<file path="src/rtl/serial_subtractor_pkg.sv">
// Shared types for the bit-serial subtractor: FSM state encoding and default width.
package sub_pkg;

  localparam int unsigned SUB_W_DEFAULT = 8;

  typedef enum logic [1:0] {
    ST_IDLE  = 2'd0,
    ST_SHIFT = 2'd1,
    ST_DONE  = 2'd2
  } state_e;

endpackage

</file>
<file path="src/rtl/serial_subtractor_bit.sv">
// One-bit full subtractor cell: d = a - b - bin, with borrow-out.
module full_subtractor_bit (
  input  logic a_i,
  input  logic b_i,
  input  logic bin_i,
  output logic d_o,
  output logic bout_o
);

  assign d_o    = a_i ^ b_i ^ bin_i;
  assign bout_o = (~a_i & b_i) | (~(a_i ^ b_i) & bin_i);

endmodule

</file>
<file path="src/rtl/serial_subtractor.sv">
// Bit-serial W-bit subtractor: DIFF = A - B computed LSB first, one bit per clock,
// with borrow-out and zero flag held on the output until the consumer accepts it.
module serial_subtractor
  import sub_pkg::*;
#(
  parameter int W = SUB_W_DEFAULT
) (
  input  logic         clk,
  input  logic         rst_n,
  input  logic         in_valid,
  output logic         in_ready,
  input  logic [W-1:0] in_a,
  input  logic [W-1:0] in_b,
  output logic         out_valid,
  input  logic         out_ready,
  output logic [W-1:0] out_diff,
  output logic         out_borrow,
  output logic         out_zero,
  output logic [1:0]   dbg_state_o
);

  // Handshake: a transfer happens on a rising edge where valid and ready are both
  // high; in_ready is high only in IDLE and out_valid only in DONE, both decoded
  // from the state register so reset clears them immediately.

  localparam int CW = (W > 1) ? $clog2(W) : 1;

  state_e         state_q,  state_d;
  logic [W-1:0]   a_q,      a_d;
  logic [W-1:0]   b_q,      b_d;
  logic [W-1:0]   diff_q,   diff_d;
  logic           borrow_q, borrow_d;
  logic           zero_q,   zero_d;
  logic [CW-1:0]  cnt_q,    cnt_d;

  logic           bit_d;
  logic           bit_bout;
  logic [W-1:0]   diff_shifted;

  full_subtractor_bit u_fsb (
    .a_i    (a_q[0]),
    .b_i    (b_q[0]),
    .bin_i  (borrow_q),
    .d_o    (bit_d),
    .bout_o (bit_bout)
  );

  assign diff_shifted = {bit_d, diff_q[W-1:1]};

  always_comb begin
    state_d   = state_q;
    a_d       = a_q;
    b_d       = b_q;
    diff_d    = diff_q;
    borrow_d  = borrow_q;
    zero_d    = zero_q;
    cnt_d     = cnt_q;
    in_ready  = 1'b0;
    out_valid = 1'b0;

    unique case (state_q)
      ST_IDLE: begin
        in_ready = 1'b1;
        if (in_valid) begin
          a_d      = in_a;
          b_d      = in_b;
          borrow_d = 1'b0;
          cnt_d    = '0;
          state_d  = ST_SHIFT;
        end
      end

      ST_SHIFT: begin
        a_d      = a_q >> 1;
        b_d      = b_q >> 1;
        diff_d   = diff_shifted;
        borrow_d = bit_bout;
        cnt_d    = cnt_q + CW'(1);
        if (cnt_q == CW'(W - 1)) begin
          // Last bit: the zero flag must see the fully assembled difference.
          zero_d  = (diff_shifted == '0);
          state_d = ST_DONE;
        end
      end

      ST_DONE: begin
        out_valid = 1'b1;
        if (out_ready) begin
          state_d = ST_IDLE;
        end
      end

      default: begin
        state_d = ST_IDLE;
      end
    endcase
  end

  always_ff @(posedge clk or negedge rst_n) begin
    if (!rst_n) begin
      state_q  <= ST_IDLE;
      a_q      <= '0;
      b_q      <= '0;
      diff_q   <= '0;
      borrow_q <= 1'b0;
      zero_q   <= 1'b0;
      cnt_q    <= '0;
    end else begin
      state_q  <= state_d;
      a_q      <= a_d;
      b_q      <= b_d;
      diff_q   <= diff_d;
      borrow_q <= borrow_d;
      zero_q   <= zero_d;
      cnt_q    <= cnt_d;
    end
  end

  assign out_diff    = diff_q;
  assign out_borrow  = borrow_q;
  assign out_zero    = zero_q;
  assign dbg_state_o = state_q;

endmodule
</file>
<file path="config.mk">
export PLATFORM = sky130hd
export DESIGN_NAME = serial_subtractor
export DESIGN_NICKNAME = d
export VERILOG_FILES = /design/src/rtl/serial_subtractor_pkg.sv /design/src/rtl/serial_subtractor_bit.sv /design/src/rtl/serial_subtractor.sv
export SDC_FILE = /design/constraint.sdc
export NUM_CORES = 1
export LEC_CHECK = 0
export ABC_AREA = 1
export BUFFER_PORTS_ARGS = -buffer_cell sky130_fd_sc_hd__buf_4
export CORE_MARGIN = 1.5
export CORE_UTILIZATION = 57
export CTS_CLUSTER_DIAMETER = 80
export DETAILED_ROUTE_END_ITERATION = 10
export HOLD_SLACK_MARGIN = 0.03
export PLACE_DENSITY = 0.8
export SYNTH_ARGS = -nofsm -noshare
export SYNTH_HDL_FRONTEND = slang
export SYNTH_SLANG_ARGS = --single-unit
</file>
<file path="constraint.sdc">
create_clock -name clk -period 3.2 [get_ports clk]
set_clock_uncertainty 0.15 [all_clocks]
set_input_delay 0.16 -clock clk [delete_from_list [all_inputs] [get_ports clk]]
set_output_delay 0.16 -clock clk [all_outputs]
set_load 0.1 [all_outputs]
</file>
==> results of run 1 <==
logic make-up (layout without fill, tap and decap cells):
| group | after synthesis | in the layout |
|---|---|---|
| compound gates | 14 | 14 |
| simple gates | 115 | 115 |
| buf+inv | 38 | 91 |
| fa+ha+maj | 3 | 3 |
| flops | 31 | 31 |
worst min-delay path by stage:
stage | start | end | cells past startpoint
2_1_floorplan | rst_n | a_q[0] | 0
3_3_place_gp | rst_n | out_diff[2] | 1
3_5_place_dp | rst_n | out_diff[0] | 1
4_1_cts | rst_n | out_diff[0] | 2
5_1_grt | rst_n | out_diff[0] | 2
6_report | rst_n | out_diff[0] | 2
worst max-delay path: stages, from the launching register on:
cell	delay (ns)
dfrtp_1	0.51
o21ai_4	0.65
inv_1	0.19
o21ai_0	0.21
sequential cells by signal, summed over array words and instances, names as in the netlist:
| register | flops |
|---|---|
| a_q | 8 |
| b_q | 8 |
| out_diff | 8 |
| cnt_q | 3 |
| dbg_state_o | 2 |
| out_borrow | 1 |
| out_zero | 1 |
through the flow:
stage | cell area, µm² | setup WS [ns]
after global placement | 1740 | 1.51
after CTS | 2010 | 1.44
after detailed placement | 1740 | 1.46
final | 2010 | 1.42
after floorplan | 1530 | 0.363
after global routing | 2010 | 1.26
report_power, final:
group,leakage [nW],switching (mW),internal (mW)
Combinational,0.671,0.933,0.324
Sequential,0.386,0.119,0.571
Clock,0.0386,0.138,0.129
cell usage in the layout (no fill, tap or decap):
cell / instances
dlygate4sd3_1: 20
nand2_1: 80
nor2_1: 29
nand3_1: 5
inv_1: 29
fa_1: 1
buf_4: 33
clkbuf_8: 2
o21ai_4: 1
clkbuf_1: 1
inv_2: 1
a21oi_1: 1
o31ai_1: 1
nand2_2: 1
clkbuf_4: 5
ha_1: 2
dfrtp_1: 31
o21ai_0: 11
routing by layer:
layer  GRT usage  share of wire  vias up
met3      0.0902          0.043        5
met1       0.292           0.45      601
met5           0              0        -
li1            -              -      694
met4      0.0792          0.012        0
met2       0.413           0.49       29
cell type report:
class | count | area (µm²) | area share
clock buffers | 8 | 68.8 | 0.0342
inverters | 30 | 113 | 0.0560
multi-input cells | 132 | 569 | 0.283
flip-flops and latches | 31 | 776 | 0.386
well taps | 30 | 37.5 | 0.0187
repair buffers | 53 | 448 | 0.223
==> run_results.csv, run 1 <==
group,metric,value,unit
clocking,cts_buffer_depth,2,
synth,synth_compound_gate_area_share,0.0549,
routing,dr_total_vias,1329,
synth,avgSynthCellArea,7.60,µm²
layout,antenna_cells,0,
setup_path,cp_max_fo,32,
setup_path,worstReg2RegStart,"dbg_state_o[0]",
synth,synth_edf_count,0,
floorplan,die_h,54.8,µm
synth,syn_nets,224,
routing,antenna_left,0,
synth,synthAdderAreaFrac,0.0295,
clocking,path_clk_slew,0.10,ns
clocking,root_buffer,"clkbuf_4",
clocking,cts_setup_buffers,0,
synth,synth-xor-area-share,0,
place,dp_hpwl,1930,µm
layout,syn_to_final_growth,31.7,%
synth,synth_top_area_cell,"dfrtp_1",
global_route,grt_overflow,0,
synth,muxShareOfSynthArea,0,
setup_path,r2r-end,"b_q[7]",
routing,detailedRoute.firstIterationViolations,30,
setup_path,arrival,1.88,ns
power,power_density,1100,nW/µm²
clocking,ctsResizeCount,0,
floorplan,io_pins,34,
synth,synth_top_area_frac,0.508,
hold_path,hp-class,"primary input to asynchronous set/reset pin",
setup_path,cp-start-kind,"register",
layout,nFillCells,172,
clocking,cts_max_level,2,
sta,finalSetupTns,0,ns
floorplan,die_area,3000,µm²
global_route,antenna_found_initial,0,
global_route,grt_max_degree,34,
synth,ys_ff_latch,31,
global_route,grt_pass1_wl,5130,µm
synth,synth_commonest_cells,"nand2_1 (80), dfrtp_1 (31), inv_1 (29), nor2_1 (29), o21ai_0 (11)",
sta,slew_headroom,0.519,
outcome,outcome,"complete, no violations",
synth,synth_cell_types,17,
sta,setup_viol,0,
floorplan,core-area,2500,µm²
synth,synth-simple-area-share,0.288,
clocking,cts_hold_buf,20,
global_route,grt_pass1_vias,1232,
clocking,clock_latency,0.34,ns
synth,synth_top_family_by_area,"simple AND/OR/NAND/NOR gates",
setup_path,cp-end-kind,"register",
routing,drt_wl_total,3140,µm
setup_path,cp.required,3.30,ns
routing,dr.pass1.iters,4,
setup_path,cp-startpoint,"dbg_state_o[0]",
layout,drive_above_1_share,0.169,
synth,ys_dominant_reg_cell,"dfrtp_1",
setup_path,reg2regPathDepth,3,
setup_path,reg2reg_slack,1.42,ns
synth,yosys_warnings,0,
layout,nets,276,
synth,synthTopCellsByArea,"dfrtp_1 (51%), nand2_1 (20%), inv_1 (7.1%), nor2_1 (7.1%), o21ai_0 (3.6%)",
clocking,numCtsBuffers,5,
routing,drcViolationCount,0,
global_route,grt_usage,0.247,
synth,async_flop_share,1.00,
sta,fin_crit,1.78,ns
synth,ys_seq_area_frac,0.508,
clocking,cts_tree,"done",
setup_path,setup.worst_path.end,"b_q[7]",
routing,vias_per_cell,4.68,
sta,holdWs,0.132,ns
clocking,numClockSinks,31,
layout,finish.utilization,0.805,
place,io_buffers,33,
sta,post-route-period-util,0.558,
power,finalPower,2.21,mW
synth,postSynthCellCount,201,
sta,worst_pin_slew,0.719,ns
synth,synth_area,1530,µm²
floorplan,fp.dieW,54.8,µm
routing,routedWlPerCell,11.1,µm
sta,hold_violations,0,
layout,instances_no_fill,284,
sta,fmax,560,MHz
power,p_leak,1.10,nW
setup_path,critPathKind,"register to register",
place,placed_cells,256,
job,maxCapViolations,0,
synth,yosysMostFrequentCell,"nand2_1",
floorplan,initial_core_util,0.611,
place,gp_congestion,0.756,
floorplan,rows,18,
sta,rsz0062_at_grt,"false",
power,irDropWorstVdd,902,µV
sta,maxSlewViolCount,0,
Power figures use the tool's default switching activity.
==> run 2, diff against run 1 <==
--- a/config.mk
+++ b/config.mk
@@ -8,11 +8,11 @@
 export ABC_AREA = 1
 export BUFFER_PORTS_ARGS = -buffer_cell sky130_fd_sc_hd__buf_4
 export CORE_MARGIN = 1.5
-export CORE_UTILIZATION = 57
+export CORE_UTILIZATION = 53
 export CTS_CLUSTER_DIAMETER = 80
 export DETAILED_ROUTE_END_ITERATION = 10
 export HOLD_SLACK_MARGIN = 0.03
-export PLACE_DENSITY = 0.8
+export PLACE_DENSITY = 0.75
 export SYNTH_ARGS = -nofsm -noshare
 export SYNTH_HDL_FRONTEND = slang
 export SYNTH_SLANG_ARGS = --single-unit
==> constraint.sdc (replaced) <==
create_clock -name clk -period 1.75 [get_ports clk]
set_clock_uncertainty 0.15 [all_clocks]
set_input_delay 0.0875 -clock clk [delete_from_list [all_inputs] [get_ports clk]]
set_output_delay 0.0875 -clock clk [all_outputs]
set_load 0.1 [all_outputs]
==> run_results.csv, run 2 (synthesis results as in run 1) <==
group,metric,value,unit
layout,antenna_cells,0,
global_route,grt_usage,0.252,
setup_path,critPathKind,"register to register",
layout,syn_to_final_growth,36.1,%
global_route,grt_pass1_wl,6000,µm
sta,fin_crit,1.68,ns
routing,drt_wl_total,3510,µm
routing,vias_per_cell,4.82,
sta,holdWs,0.0621,ns
setup_path,cp-start-kind,"register",
hold_path,hp-class,"primary input to asynchronous set/reset pin",
sta,rsz0062_at_grt,"false",
power,irDropWorstVdd,2710,µV
place,io_buffers,33,
routing,antenna_left,0,
layout,mostFrequentLayoutCell,"nand2_1",
setup_path,cp.required,1.85,ns
layout,drive_above_1_share,0.198,
setup_path,cp-end-kind,"register",
place,gp_congestion,0.763,
power,finalPower,4.18,mW
floorplan,rows,19,
layout,nFillCells,205,
layout,seqCellArea,782,µm²
routing,dr.pass1.iters,4,
clocking,cts_buffer_depth,2,
place,post-place-ws,0.245,ns
layout,nets,280,
layout,mostFrequentLayoutCells,"nand2_1 (80), buf_4 (35), inv_1 (29)",
routing,routedWlPerCell,12.1,µm
clocking,clock_latency,0.33,ns
outcome,outcome,"complete, no violations",
setup_path,arrival,1.78,ns
sta,fmax,597,MHz
place,dp_hpwl,2110,µm
routing,dr_total_vias,1393,
floorplan,io_pins,34,
layout,multi_input_area,584,µm²
sta,setup_viol,0,
sta,worst_pin_slew,0.398,ns
power,p_leak,1.12,nW
sta,slew_headroom,0.734,
global_route,antenna_found_initial,0,
global_route,grt_util_met2,0.417,
sta,finalSetupTns,0,ns
setup_path,reg2reg_slack,0.07,ns
floorplan,die_h,56.7,µm
routing,drcViolationCount,0,
sta,hold_violations,0,
clocking,path_clk_slew,0.09,ns
global_route,gr-usage-met1,0.287,
clocking,root_buffer,"clkbuf_4",
sta,maxSlewViolCount,0,
global_route,grt_max_degree,32,
job,maxCapViolations,0,
global_route,grt_use_met3,0.0714,
global_route,grt_overflow,0,
setup_path,cp_max_fo,10,
clocking,cts_tree,"done",
global_route,gr-max-usage-layer,"met2",
clocking,cts_max_level,2,
layout,finish.utilization,0.761,
clocking,numClockSinks,31,
sta,fin_ws,0.0736,ns
floorplan,die_area,3210,µm²
floorplan,core-area,2730,µm²
global_route,grt_pass1_vias,1355,
power,power_density,2010,nW/µm²
routing,detailedRoute.firstIterationViolations,45,
sta,post-route-period-util,0.958,
clocking,numCtsBuffers,5,
floorplan,fp.dieW,56.7,µm
floorplan,initial_core_util,0.559,
## run 2: cell types whose count changed in the layout (fill, tap and decap cells not counted)
cell	previous run	this run
dlygate4sd3_1	20	21
dfrtp_2	0	2
buf_4	33	35
nor2_4	0	2
buf_12	0	1
dfrtp_1	31	28
dfrtp_4	0	1
nor2_1	29	27
## run 2: layout make-up
class,instances,area share
clock buffers,8,0.0331
inverters,30,0.0542
multi-input cells,132,0.281
flip-flops and latches,31,0.376
well taps,31,0.0187
repair buffers,57,0.237
## run 2: final timing paths
path | from | endpoint | depth (start not counted)
hold reg to reg | b_q[2] | b_q[2] | 2
hold / removal | rst_n | a_q[7] | 2
setup / recovery | dbg_state_o[0] | a_q[7] | 4
setup reg to reg | dbg_state_o[0] | a_q[7] | 4
min in group clk | out_ready | dbg_state_o[1] | 3
max in group asynchronous | rst_n | dbg_state_o[0] | 2
## run 2: power breakdown
part	switching, mW	total, mW	internal [mW]
Clock	0.238	0.474	0.236
Sequential	0.237	1.29	1.05
Combinational	1.75	2.42	0.666
Total	2.23	4.18	1.96
## run 2: stage by stage
step | std cells | cell area [µm²]
2_1_floorplan | 201 | 1550
3_3_place_gp | 260 | 1800
3_5_place_dp | 260 | 1800
4_1_cts | 289 | 2080
5_1_grt | 289 | 2080
6_report | 289 | 2080
## run 2: worst max-delay path: stages, from the launching register on
cell           delay (ns)
dfrtp_4              0.57
nor2_4               0.13
nand3_1              0.09
dlygate4sd3_1        0.56
o21ai_0              0.09
## run 2: routing by layer
| layer | wire, µm | vias to the layer above | part of all wire |
|---|---|---|---|
| met2 | 1690 | 50 | 0.48 |
| met5 | 0 | - | 0 |
| met1 | 1470 | 622 | 0.42 |
| li1 | - | 707 | - |
| met3 | 191 | 14 | 0.054 |
| met4 | 155 | 0 | 0.044 |
## run 2: what timing repair did
action	4_1_cts	5_1_grt
buffers inserted	0	0
hold endpoints to repair	53	0
resized for setup	0	0
hold buffers	21	0
==> run 3, diff against run 2 <==
--- a/config.mk
+++ b/config.mk
@@ -6,13 +6,14 @@
 export NUM_CORES = 1
 export LEC_CHECK = 0
 export ABC_AREA = 1
-export BUFFER_PORTS_ARGS = -buffer_cell sky130_fd_sc_hd__buf_4
 export CORE_MARGIN = 1.5
-export CORE_UTILIZATION = 53
+export CORE_UTILIZATION = 59
 export CTS_CLUSTER_DIAMETER = 80
 export DETAILED_ROUTE_END_ITERATION = 10
+export DONT_BUFFER_PORTS = 1
 export HOLD_SLACK_MARGIN = 0.03
-export PLACE_DENSITY = 0.75
+export PLACE_DENSITY = 0.72
+export SETUP_SLACK_MARGIN = 0.4
 export SYNTH_ARGS = -nofsm -noshare
 export SYNTH_HDL_FRONTEND = slang
 export SYNTH_SLANG_ARGS = --single-unit
==> run_results.csv, run 3 (synthesis results as in run 1) <==
group,metric,value,unit
layout,instances_no_fill,280,
routing,detailedRoute.firstIterationViolations,58,
setup_path,max_stage_delay,0.53,ns
job,maxCapViolations,0,
sta,worst_pin_slew,0.396,ns
floorplan,initial_core_util,0.622,
routing,drcViolationCount,0,
global_route,grt_overflow,0,
setup_path,cp_max_fo,2,
global_route,grt_pass1_wl,5430,µm
sta,finalSetupTns,0,ns
clocking,cts_buffer_depth,2,
floorplan,die_area,2900,µm²
global_route,antenna_found_initial,0,
setup_path,cp-end-kind,"register",
sta,post-route-period-util,0.872,
sta,fmax,655,MHz
sta,maxSlewViolCount,0,
routing,antenna_left,0,
layout,mostFrequentLayoutCell,"nand2_1",
clocking,numClockSinks,31,
clocking,path_clk_slew,0.10,ns
layout,nFillCells,109,
place,gp_congestion,0.755,
clocking,root_buffer,"clkbuf_4",
routing,dr_total_vias,1474,
place,dp_hpwl,1860,µm
floorplan,core-area,2450,µm²
hold_path,hp-class,"primary input to asynchronous set/reset pin",
layout,antenna_cells,0,
power,p_leak,1.13,nW
power,finalPower,4.70,mW
routing,dr.pass1.iters,4,
routing,drt_wl_total,3990,µm
setup_path,path_common_cell,"nand2_1",
global_route,grt_max_degree,25,
setup_path,arrival,1.65,ns
routing,routedWlPerCell,14.3,µm
setup_path,cp_slowest_cell,"fa_1",
setup_path,critPathKind,"register to register",
sta,slew_headroom,0.735,
global_route,grt_pass1_vias,1222,
clocking,numCtsBuffers,5,
setup_path,cp_num_buf_inv,0,
global_route,grt_usage,0.274,
setup_path,cp-start-kind,"register",
layout,drive_above_1_share,0.200,
clocking,clock_latency,0.34,ns
sta,fin_crit,1.53,ns
setup_path,cp.required,1.87,ns
sta,hold_violations,0,
place,placed_cells,239,
floorplan,io_pins,34,
layout,syn_to_final_growth,43.2,%
layout,finish.utilization,0.891,
layout,mostFrequentLayoutCells,"nand2_1 (80), dfrtp_1 (28), inv_1 (25), nor2_1 (25), dlygate4sd3_1 (20)",
outcome,outcome,"complete, no violations",
clocking,cts_tree,"done",
setup_path,cp_cell_sequence,"fa_1 -> nand2_1 -> nor2_1 -> nand3_1 -> nand2_1",
routing,vias_per_cell,5.26,
power,irDropWorstVdd,2230,µV
sta,setup_viol,0,
power,power_density,2150,nW/µm²
sta,rsz0062_at_grt,"true",
place,placed_area,1680,µm²
setup_path,crit_family,"adder cells",
place,io_buffers,0,
floorplan,fp.dieW,53.9,µm
floorplan,die_h,53.9,µm
layout,fin_area,2190,µm²
clocking,cts_max_level,2,
layout,nets,272,
floorplan,rows,18,
## run 3: layout make-up
class	count	area [µm²]	area share
multi-input cells	132	612	0.280
clock buffers	8	68.8	0.0315
inverters	30	120	0.0549
repair buffers	49	562	0.257
well taps	30	37.5	0.0172
flip-flops and latches	31	787	0.360
## run 3: final timing paths
check                            from              to  slack, ns  cells past startpoint
max                        out_borrow        out_zero       0.22                      5
min                             rst_n          b_q[3]       0.02                      2
max reg2reg                out_borrow        out_zero       0.22                      5
min reg2reg                    a_q[6]          a_q[6]       0.34                      2
max in group asynchronous       rst_n  dbg_state_o[1]       0.39                      3
min in group clk            out_ready  dbg_state_o[1]       0.28                      2
## run 3: repair_timing
item | in CTS | in global routing
hold buffers | 21 | 1
endpoints found under the hold margin | 53 | 8
cloned | 1 | 2
buffers inserted | 4 | 4
pin swaps | 2 | 2
setup endpoints to repair | 33 | 43
resized for setup | 11 | 17
## run 3: metrics by stage
| stage | setup slack (ns) | hold WS, ns |
|---|---|---|
| final | 0.224 | 0.0170 |
| after global routing | 0.177 | 0.0129 |
| after CTS | 0.271 | 0.0130 |
| after detailed placement | 0.288 | -0.357 |
| after global placement | 0.313 | -0.357 |
| after floorplan | 0.0138 | -0.358 |
## run 3: metal layers
| layer | share of wire | vias to the layer above | track usage |
|---|---|---|---|
| li1 | - | 691 | - |
| met1 | 0.41 | 696 | 0.339 |
| met2 | 0.48 | 73 | 0.423 |
| met3 | 0.074 | 14 | 0.0917 |
| met4 | 0.037 | 0 | 0.141 |
| met5 | 0 | - | 0 |
## run 3: report_power, final
group          internal [mW]  switching, mW
Combinational          0.971           1.94
Clock                  0.236          0.245
Sequential              1.06          0.248
